===== src/rtl/hispi_packet_tx.sv =====
// hispi_packet_tx
// Packetized-SP HiSPi transmitter: frames 4-lane, 10-bit pixel words with
// SOF/SOL/EOL/EOF sync packets and fill-word blanking. One word per lane per
// clk, meant to feed a 10:1 DDR serializer (MSB first).
//
// Ports
//   clk           word clock
//   reset_async   asynchronous active-high reset
//   enable        level; permits frame starts (sampled in IDLE and at EOF)
//   pix_in        4 pixels, lane i on [10i+9:10i]
//   pix_in_valid  pix_in holds valid data
//   pix_in_ready  tx accepts pix_in this cycle (exactly the ACTIVE cycles)
//   lane_data     lane i word on [10i+9:10i]
//   frame_active  high from first SOF word through last EOF word
//   sof_pulse     high on the cycle the SOF code word is driven
//   line_count    current/last line index
//   underrun      sticky: a pixel was required but pix_in_valid was low
//
// Timing model: state_q/cnt_q describe the word being built this cycle; that
// word is registered into lane_data_q, so lane_data lags the FSM by one
// cycle. A pixel accepted in cycle N therefore appears on lane_data at N+1.

module hispi_packet_tx #(
    parameter int          LINE_WORDS   = 576,
    parameter int          LINES        = 1296,
    parameter int          HBLANK_WORDS = 16,
    parameter int          VBLANK_WORDS = 64,
    parameter logic [9:0]  FILL_WORD    = 10'h001
) (
    input  logic        clk,
    input  logic        reset_async,
    input  logic        enable,
    input  logic [39:0] pix_in,
    input  logic        pix_in_valid,
    output logic        pix_in_ready,
    output logic [39:0] lane_data,
    output logic        frame_active,
    output logic        sof_pulse,
    output logic [15:0] line_count,
    output logic        underrun
);

    // One shared word counter; sync packets need at least 0..3.
    localparam int CNT_MAX0 = (LINE_WORDS > 4) ? LINE_WORDS : 4;
    localparam int CNT_MAX1 = (HBLANK_WORDS > CNT_MAX0) ? HBLANK_WORDS : CNT_MAX0;
    localparam int CNT_MAX  = (VBLANK_WORDS > CNT_MAX1) ? VBLANK_WORDS : CNT_MAX1;
    localparam int CNT_W    = (CNT_MAX > 1) ? $clog2(CNT_MAX) : 1;
    localparam int LINE_W   = (LINES > 1) ? $clog2(LINES) : 1;

    // Last-count values, guarded so a zero-length state never yields -1.
    localparam int LW_LAST = (LINE_WORDS > 0) ? LINE_WORDS - 1 : 0;
    localparam int HB_LAST = (HBLANK_WORDS > 0) ? HBLANK_WORDS - 1 : 0;
    localparam int VB_LAST = (VBLANK_WORDS > 0) ? VBLANK_WORDS - 1 : 0;
    localparam int LN_LAST = (LINES > 0) ? LINES - 1 : 0;

    localparam logic [9:0] CODE_SOF = 10'h003;
    localparam logic [9:0] CODE_SOL = 10'h001;
    localparam logic [9:0] CODE_EOF = 10'h007;
    localparam logic [9:0] CODE_EOL = 10'h005;

    typedef enum logic [2:0] {
        IDLE,
        VBLANK,
        SYNC_S,
        ACTIVE,
        SYNC_E,
        HBLANK
    } state_t;

    state_t              state_q, state_d;
    logic [CNT_W-1:0]    cnt_q, cnt_d;
    logic [LINE_W-1:0]   line_q, line_d;
    logic [39:0]         lane_data_q, lane_data_d;
    logic                underrun_q, underrun_d;
    logic                sof_pulse_q, sof_pulse_d;
    logic                ready_q;
    logic                frame_active_q;

    // Sync packet: 3FF, 000, 000, CODE.
    function automatic logic [9:0] sync_word(input logic [CNT_W-1:0] c,
                                             input logic [9:0] code);
        logic [9:0] w;
        w = code;
        if (c == CNT_W'(0))
            w = 10'h3FF;
        else if (c == CNT_W'(1) || c == CNT_W'(2))
            w = 10'h000;
        return w;
    endfunction

    // A 000 pixel would extend a zero run into sync territory; lift it to 001.
    function automatic logic [9:0] clamp_pix(input logic [9:0] px);
        return (px == 10'h000) ? 10'h001 : px;
    endfunction

    always_comb begin
        state_d     = state_q;
        cnt_d       = cnt_q;
        line_d      = line_q;
        lane_data_d = {4{FILL_WORD}};
        underrun_d  = underrun_q;
        sof_pulse_d = 1'b0;

        unique case (state_q)
            IDLE: begin
                cnt_d = '0;
                if (enable) begin
                    if (VBLANK_WORDS > 0) begin
                        state_d = VBLANK;
                    end else begin
                        state_d = SYNC_S;
                        line_d  = '0;
                    end
                end
            end

            VBLANK: begin
                if (cnt_q == CNT_W'(VB_LAST)) begin
                    state_d = SYNC_S;
                    cnt_d   = '0;
                    line_d  = '0;
                end else begin
                    cnt_d = cnt_q + CNT_W'(1);
                end
            end

            SYNC_S: begin
                lane_data_d = {4{sync_word(cnt_q, (line_q == '0) ? CODE_SOF : CODE_SOL)}};
                sof_pulse_d = (cnt_q == CNT_W'(3)) && (line_q == '0);
                if (cnt_q == CNT_W'(3)) begin
                    state_d = ACTIVE;
                    cnt_d   = '0;
                end else begin
                    cnt_d = cnt_q + CNT_W'(1);
                end
            end

            ACTIVE: begin
                // Missing pixel: emit fill in the slot, line length unchanged.
                if (pix_in_valid) begin
                    for (int i = 0; i < 4; i++)
                        lane_data_d[10*i +: 10] = clamp_pix(pix_in[10*i +: 10]);
                end else begin
                    underrun_d = 1'b1;
                end
                if (cnt_q == CNT_W'(LW_LAST)) begin
                    state_d = SYNC_E;
                    cnt_d   = '0;
                end else begin
                    cnt_d = cnt_q + CNT_W'(1);
                end
            end

            SYNC_E: begin
                lane_data_d = {4{sync_word(cnt_q, (line_q == LINE_W'(LN_LAST)) ? CODE_EOF : CODE_EOL)}};
                if (cnt_q == CNT_W'(3)) begin
                    cnt_d = '0;
                    if (line_q == LINE_W'(LN_LAST)) begin
                        // line_count holds LINES-1 until the next SOF.
                        if (!enable) begin
                            state_d = IDLE;
                        end else if (VBLANK_WORDS > 0) begin
                            state_d = VBLANK;
                        end else begin
                            state_d = SYNC_S;
                            line_d  = '0;
                        end
                    end else begin
                        line_d  = line_q + LINE_W'(1);
                        state_d = (HBLANK_WORDS > 0) ? HBLANK : SYNC_S;
                    end
                end else begin
                    cnt_d = cnt_q + CNT_W'(1);
                end
            end

            HBLANK: begin
                if (cnt_q == CNT_W'(HB_LAST)) begin
                    state_d = SYNC_S;
                    cnt_d   = '0;
                end else begin
                    cnt_d = cnt_q + CNT_W'(1);
                end
            end

            default: begin
                state_d = IDLE;
                cnt_d   = '0;
            end
        endcase
    end

    always_ff @(posedge clk or posedge reset_async) begin
        if (reset_async) begin
            state_q        <= IDLE;
            cnt_q          <= '0;
            line_q         <= '0;
            lane_data_q    <= {4{FILL_WORD}};
            underrun_q     <= 1'b0;
            sof_pulse_q    <= 1'b0;
            ready_q        <= 1'b0;
            frame_active_q <= 1'b0;
        end else begin
            state_q        <= state_d;
            cnt_q          <= cnt_d;
            line_q         <= line_d;
            lane_data_q    <= lane_data_d;
            underrun_q     <= underrun_d;
            sof_pulse_q    <= sof_pulse_d;
            // ready_q mirrors state_q == ACTIVE but comes straight from a flop.
            ready_q        <= (state_d == ACTIVE);
            // The word built in state_q lands on lane_data next, so framing
            // follows state_q: rises with SOF's 3FF, falls after EOF's code.
            frame_active_q <= (state_q != IDLE) && (state_q != VBLANK);
        end
    end

    assign lane_data    = lane_data_q;
    assign pix_in_ready = ready_q;
    assign frame_active = frame_active_q;
    assign sof_pulse    = sof_pulse_q;
    assign line_count   = 16'(line_q);
    assign underrun     = underrun_q;

endmodule

===== config.mk =====
export PLATFORM = sky130hd
export DESIGN_NAME = hispi_packet_tx
export DESIGN_NICKNAME = d
export VERILOG_FILES = /design/src/rtl/hispi_packet_tx.sv
export SDC_FILE = /design/constraint.sdc
export NUM_CORES = 1
export LEC_CHECK = 0
export CAP_MARGIN = 20
export CORE_ASPECT_RATIO = 0.9
export CORE_UTILIZATION = 45
export CTS_CLUSTER_DIAMETER = 120
export DETAILED_ROUTE_END_ITERATION = 8
export PLACE_DENSITY_LB_ADDON = 0.05
export SLEW_MARGIN = 20
export SYNTH_ARGS = -nofsm -noshare
export SYNTH_HDL_FRONTEND = slang
export SYNTH_SLANG_ARGS = --single-unit
export TNS_END_PERCENT = 20

===== constraint.sdc =====
create_clock -name clk -period 4.05 [get_ports clk]
set_clock_uncertainty 0.15 [all_clocks]
set_input_delay 0.81 -clock clk [delete_from_list [all_inputs] [get_ports clk]]
set_output_delay 0.81 -clock clk [all_outputs]
set_load 0.02 [all_outputs]

# Word-level counts from Yosys, hierarchy flattened

Cells that the tools add are included.

Flip-flop bits (word level): 68
Input port bits: 44
Output and inout port bits: 60
Logic and storage cells: 74

$add $sub $neg: 2
Equal/unequal tests: 17
Multiplexer cells: 31
Bitwise logic cells: 1
Reduce and logical (&&, ||, !) cells: 15

Operators with widths:

| operator              | count |
|---|---|
| $pmux 40 s3           | 1 |
| $mux 10               | 10 |
| $logic_not 10->1      | 5 |
| $mux 40               | 1 |
| $pmux 10 s4           | 1 |
| $mux 11               | 3 |
| $mux 3                | 8 |
| $pmux 11 s2           | 1 |
| $eq 10x2->1 const B   | 2 |
| $pmux 3 s6            | 1 |
| $add 11x1->11 const B | 1 |
| $eq 11x11->1 const B  | 1 |
| $logic_not 11->1      | 1 |
| $add 10x1->10 const B | 1 |
| $eq 10x1->1 const B   | 1 |
| $eq 10x10->1 const B  | 1 |
| $eq 10x4->1 const B   | 1 |
| $eq 10x6->1 const B   | 1 |
| $eq 3x2->1 const B    | 3 |
| $eq 3x3->1 const B    | 2 |
| $mux 2                | 3 |
| $ne 2x2->1 const B    | 3 |
| $reduce_and 4->1      | 1 |
| $eq 3x1->1 const B    | 1 |
| 10 further kinds      | 12 |

# Depth between registers and ports, before layout

Depth in word-level cells: 5
Depth in mapped cells: 7
Gate-level depth less buffers: 6

# Worst setup path before layout

OpenSTA, ideal clock, no wires.

Path kind: register -> register
From: register line_q[5]
To: register line_q[10]
Library setup time: 0.078 ns
Data arrival time: 2.089 ns
Required time: 3.822 ns
Path slack: 1.733 ns
Stages on the path, launching flop included: 7
Buffers on the path: 1
Clock period less this slack: 2.317 ns
Cell sequence: dfrtp_1 > or4_1 > or4_4 > a21oi_4 > buf_4 > o21ai_0 > a21oi_1

Word-level cells in the longest chain between the ends: 4
Elaborated cells between the ends (all ways): 7
Those cells by class: 1 x add/sub; 2 x eq/ne; 3 x mux; 1 x reduce/logical

RTL lines:

| item                     | line | text |
|---|---|---|
| start: declaration       | 72   | `logic [LINE_W-1:0] line_q, line_d;` |
| start signal: assignment | 206  | `line_q <= line_d;` |
| $add 11x1->11            | 169  | `line_d = line_q + LINE_W'(1);` |
| $mux 11                  | 158  | `if (line_q == LINE_W'(LN_LAST)) begin` |
| $mux 11                  | 156  | `if (cnt_q == CNT_W'(3)) begin` |
| $pmux 11 s2              | 104  | `unique case (state_q)` |

Parallel ways exist; a longest one is shown, timed or not. The select of a mux whose other input is x is not followed.
A chain may end at the register's enable or synchronous reset.

# Worst setup path in the final report

From: register state_q[0]
To: register line_q[3]

Word-level cells in the longest chain between the ends: 3
Elaborated cells between the ends (all ways): 8
Those cells by class: 5 x eq/ne; 1 x mux; 2 x reduce/logical

RTL lines:

| item                                                      | line | text |
|---|---|---|
| start: declaration                                        | 70   | `state_t state_q, state_d;` |
| start signal: assignment                                  | 204  | `state_q <= state_d;` |
| $eq 3x3->1 or $eq 3x1->1 (tied branches)                  | 104  |  |
| $ne 2x2->1 (no line) or $reduce_bool 2->1 (tied branches) | -    |  |
| $reduce_and 4->1 (no line)                                | -    |  |

Parallel ways exist; a longest one is shown, timed or not.

==> impl_metrics.yaml <==
status:
  outcome: "completed"
detailed_routing:
  viasPerCell: 5.175
  post_drt_wl_per_cell_um: 14.83
  drt_first_pass_iters: 5
  dr.first_iter.drc_count: 140
  final_antenna_net_count: 0
  vias: 2722
  drt_wl_total_um: 7798
  drcViolationCount: 0
min_path:
  min_to: "underrun"
  min-delay-start: "underrun"
  hold_class: "reg2reg"
  holdPathStages: 1
global_routing:
  grtUsageTotal: 0.2195
  grt_max_degree: 45
  grt_antenna_before_repair: 0
  grt_pass1_wl_um: 12510
  grt-ovfl-total: 0
  grt_pass1_vias: 2574
clocking:
  clock_sinks: 68
  cts_tree: "yes"
  ctsHoldBuffers: 0
  root_buffer: "clkbuf_8"
  post_cts_buffers: 0
  clk_latency_ps: 350
  cts-resized-gates: 0
  numCtsBuffers: 9
  htreeDepth: 3
  path_clk_slew_ps: 80
  cts_buffer_depth: 2
critical_path:
  r2r_setup_slack_ps: 1470
  start_kind: "flip-flop"
  critPathArrivalTime_ps: 2690
  rr_worst_depth: 6
  crit_type: "reg2reg"
  reg2reg_from: "state_q[0]"
  required_ps: 4170
  worstReg2RegEnd: "line_q[3]"
  worstPathCellList: "or4b_4 -> nor4_4 -> buf_4 -> a21oi_4 -> or4_1 -> a21oi_1"
  end_kind: "flip-flop"
  slowest_stage: "dfrtp_1"
  crit_fanout: 18
  slowest_delay_ps: 620
floorplanning:
  die_x_um: 90.97
  die_h_um: 82.07
  start_util: 0.4766
  dieArea_sq_um: 7466
  ios: 104
  num_rows: 28
  core_area_sq_um: 6726
final_layout:
  fin_nets: 481
  drive_gt1_frac: 0.07339
  regArea_sq_um: 1707
  area_growth_pct: 40.67
  final_cells: 526
  nFillCells: 560
  final_area_sq_um: 4509
  antenna_cells: 0
  multi_input_area_sq_um: 1388
yosys:
  synth_flop_cell: "dfrtp_1"
  avgSynthCellArea_sq_um: 9.685
  yosys_register_bits: 68
  yosysWarnings: 0
  synth-edff-count: 0
  syn_area_sq_um: 3206
  synth-async-reset-ratio: 1.000
  ys_seq_area_frac: 0.5324
  synth_top_cell_area_share: 0.4996
  synthCells: 331
  ys_types: 52
  netlist_top_cells_area: "dfrtp_1 (50%), nand2_1 (9.4%), dfstp_2 (3.3%)"
  yosys.area.top_type: "dfrtp_1"
placed_design:
  placed_cell_area_sq_um: 4252
  dpl.cell_count: 510
  detailed_place_hpwl_um: 5603
  io_buffers: 98
  gp_congestion: 0.8506
sta:
  fin_tns_setup_ps: 0
  maxSlewHeadroom: 0.4838
  post-route-period-util: 0.6360
  finalHoldViolCount: 0
  drv_slew: 0
  finalSetupViolCount: 0
  max_freq_mhz: 388.2
  rsz0062_at_grt: "false"
  min_period_ps: 2576
  tightest_slew_ps: 774.3
job:
  cap_violations: 0
pwr:
  seq_power_share: 0.421
  power.internal_w: 0.001370
  p_leak_nw: 2.150
  p_sw_w: 0.0005435
  swShare: 0.2840
  combPwrFrac: 0.208
  p_per_area_nw_per_um2: 424.4
  ir_drop_mv: 0.2163
  clockPowerShare: 0.370
==> placed cells by master, fill, tap and decap left out, types with 6 or more instances in the layout <==
| cell type | synthesis | routed |
|---|---|---|
| nand3_1 | 9 | 9 |
| nor4_1 | 8 | 8 |
| or4_1 | 9 | 9 |
| a21oi_1 | 13 | 13 |
| nand2_1 | 80 | 80 |
| clkdlybuf4s50_1 | 0 | 98 |
| dfrtp_1 | 64 | 64 |
| and3_1 | 7 | 7 |
| xnor2_1 | 6 | 6 |
| clkbuf_8 | 0 | 11 |
| or3_1 | 6 | 6 |
| inv_1 | 7 | 6 |
| ha_1 | 6 | 6 |
| nor2_1 | 20 | 20 |
| nor3_1 | 11 | 11 |
| o31ai_1 | 7 | 7 |
==> critical path, delay by kind of cell (launching register included) <==
| kind | cells | cell delay [ps] |
|---|---|---|
| AND/OR/NAND/NOR | 3 | 1200 |
| buffers and inverters | 1 | 250 |
| AO/OA/AOI/OAI | 2 | 270 |
| flip-flops | 1 | 620 |
==> sequential cells by signal, indices dropped and copies added (netlist names) <==
name,flops
cnt_q,10
line_q,11
frame_active,1
lane_data,40
state_q,3
pix_in_ready,1
sof_pulse,1
underrun,1
==> per-layer routing <==
layer  vias to the layer above  track usage  wire, um
met4                         0      0.06190        57
li1                       1351            -         -
met3                         7      0.06204       395
met1                      1290       0.2876      3628
met5                         -            0         0
met2                        74       0.3606      3716
==> metrics by stage <==
stage	hold slack (ps)	utilization	power (W)	setup WS, ps
4_1_cts	344.3	0.6704	0.001930	1484
5_1_grt	355.0	0.6704	0.002004	1324
2_1_floorplan	342.6	-	0.001059	1385
3_5_place_dp	323.9	0.6321	0.001218	1432
6_report	337.3	0.6704	0.001914	1474
3_3_place_gp	325.1	0.6321	0.001214	1499
==> power by group through the flow <==
stage / combinational [W] / clock [W] / sequential (W)
after floorplan: 0.000225 / 0 / 0.000833
after global placement: 0.000396 / 0 / 0.000818
after detailed placement: 0.000399 / 0 / 0.000819
after CTS: 0.000402 / 0.000722 / 0.000806
after global routing: 0.000438 / 0.000750 / 0.000816
final: 0.000399 / 0.000709 / 0.000806
==> Yosys cell counts, types with 2 or more instances <==
| library cell | number |
|---|---|
| o31a_1 | 3 |
| nor2_1 | 20 |
| and4_1 | 4 |
| xor2_1 | 4 |
| a21boi_0 | 2 |
| o31ai_1 | 7 |
| and3_1 | 7 |
| buf_2 | 2 |
| xnor2_1 | 6 |
| a21o_1 | 5 |
| inv_1 | 7 |
| or3_1 | 6 |
| nand3_1 | 9 |
| nand2_1 | 80 |
| nor3_1 | 11 |
| nor2b_1 | 3 |
| nand4_1 | 3 |
| buf_4 | 6 |
| a21oi_1 | 13 |
| ha_1 | 6 |
| dfrtp_1 | 64 |
| clkbuf_1 | 9 |
| and2_1 | 2 |
| or4_1 | 9 |
| o21ai_0 | 4 |
| nor4_1 | 8 |
| o21a_1 | 3 |
| dfstp_2 | 4 |
==> final cells by class <==
cell class | instances | share of cell area
Clock buffer | 11 | 0.03357
Clock inverter | 5 | 0.02358
Inverter | 7 | 0.005827
Multi-Input combinational cell | 242 | 0.3077
Sequential cell | 68 | 0.3785
Tap cell | 90 | 0.02497
Timing Repair Buffer | 103 | 0.2259
==> cells by family (layout without fill, tap and decap cells) <==
kind of cell,after synthesis,after routing,share of synthesized area
AOI/OAI and AO/OA,51,51,0.1128
adders and majority gates,6,6,0.02342
DFF,68,68,0.5324
muxes,1,1,0.003123
xor gates and xnor gates,10,10,0.02732
and+or+nand+nor,169,169,0.2603
buffers and inverters,25,126,0.03942
other,1,5,0.001170
==> worst max path at each step <==
| stage | start | endpoint | slack [ps] | depth (start not counted) |
|---|---|---|---|---|
| 4_1_cts | cnt_q[0] | line_q[5] | 1480 | 7 |
| 2_1_floorplan | reset_async | cnt_q[0] | 1390 | 1 |
| 5_1_grt | cnt_q[0] | line_q[3] | 1320 | 7 |
| 3_3_place_gp | pix_in_valid | lane_data[5] | 1500 | 6 |
| 6_report | state_q[0] | line_q[3] | 1470 | 6 |
| 3_5_place_dp | pix_in_valid | lane_data[7] | 1430 | 6 |
Power figures use the tool's default switching activity.
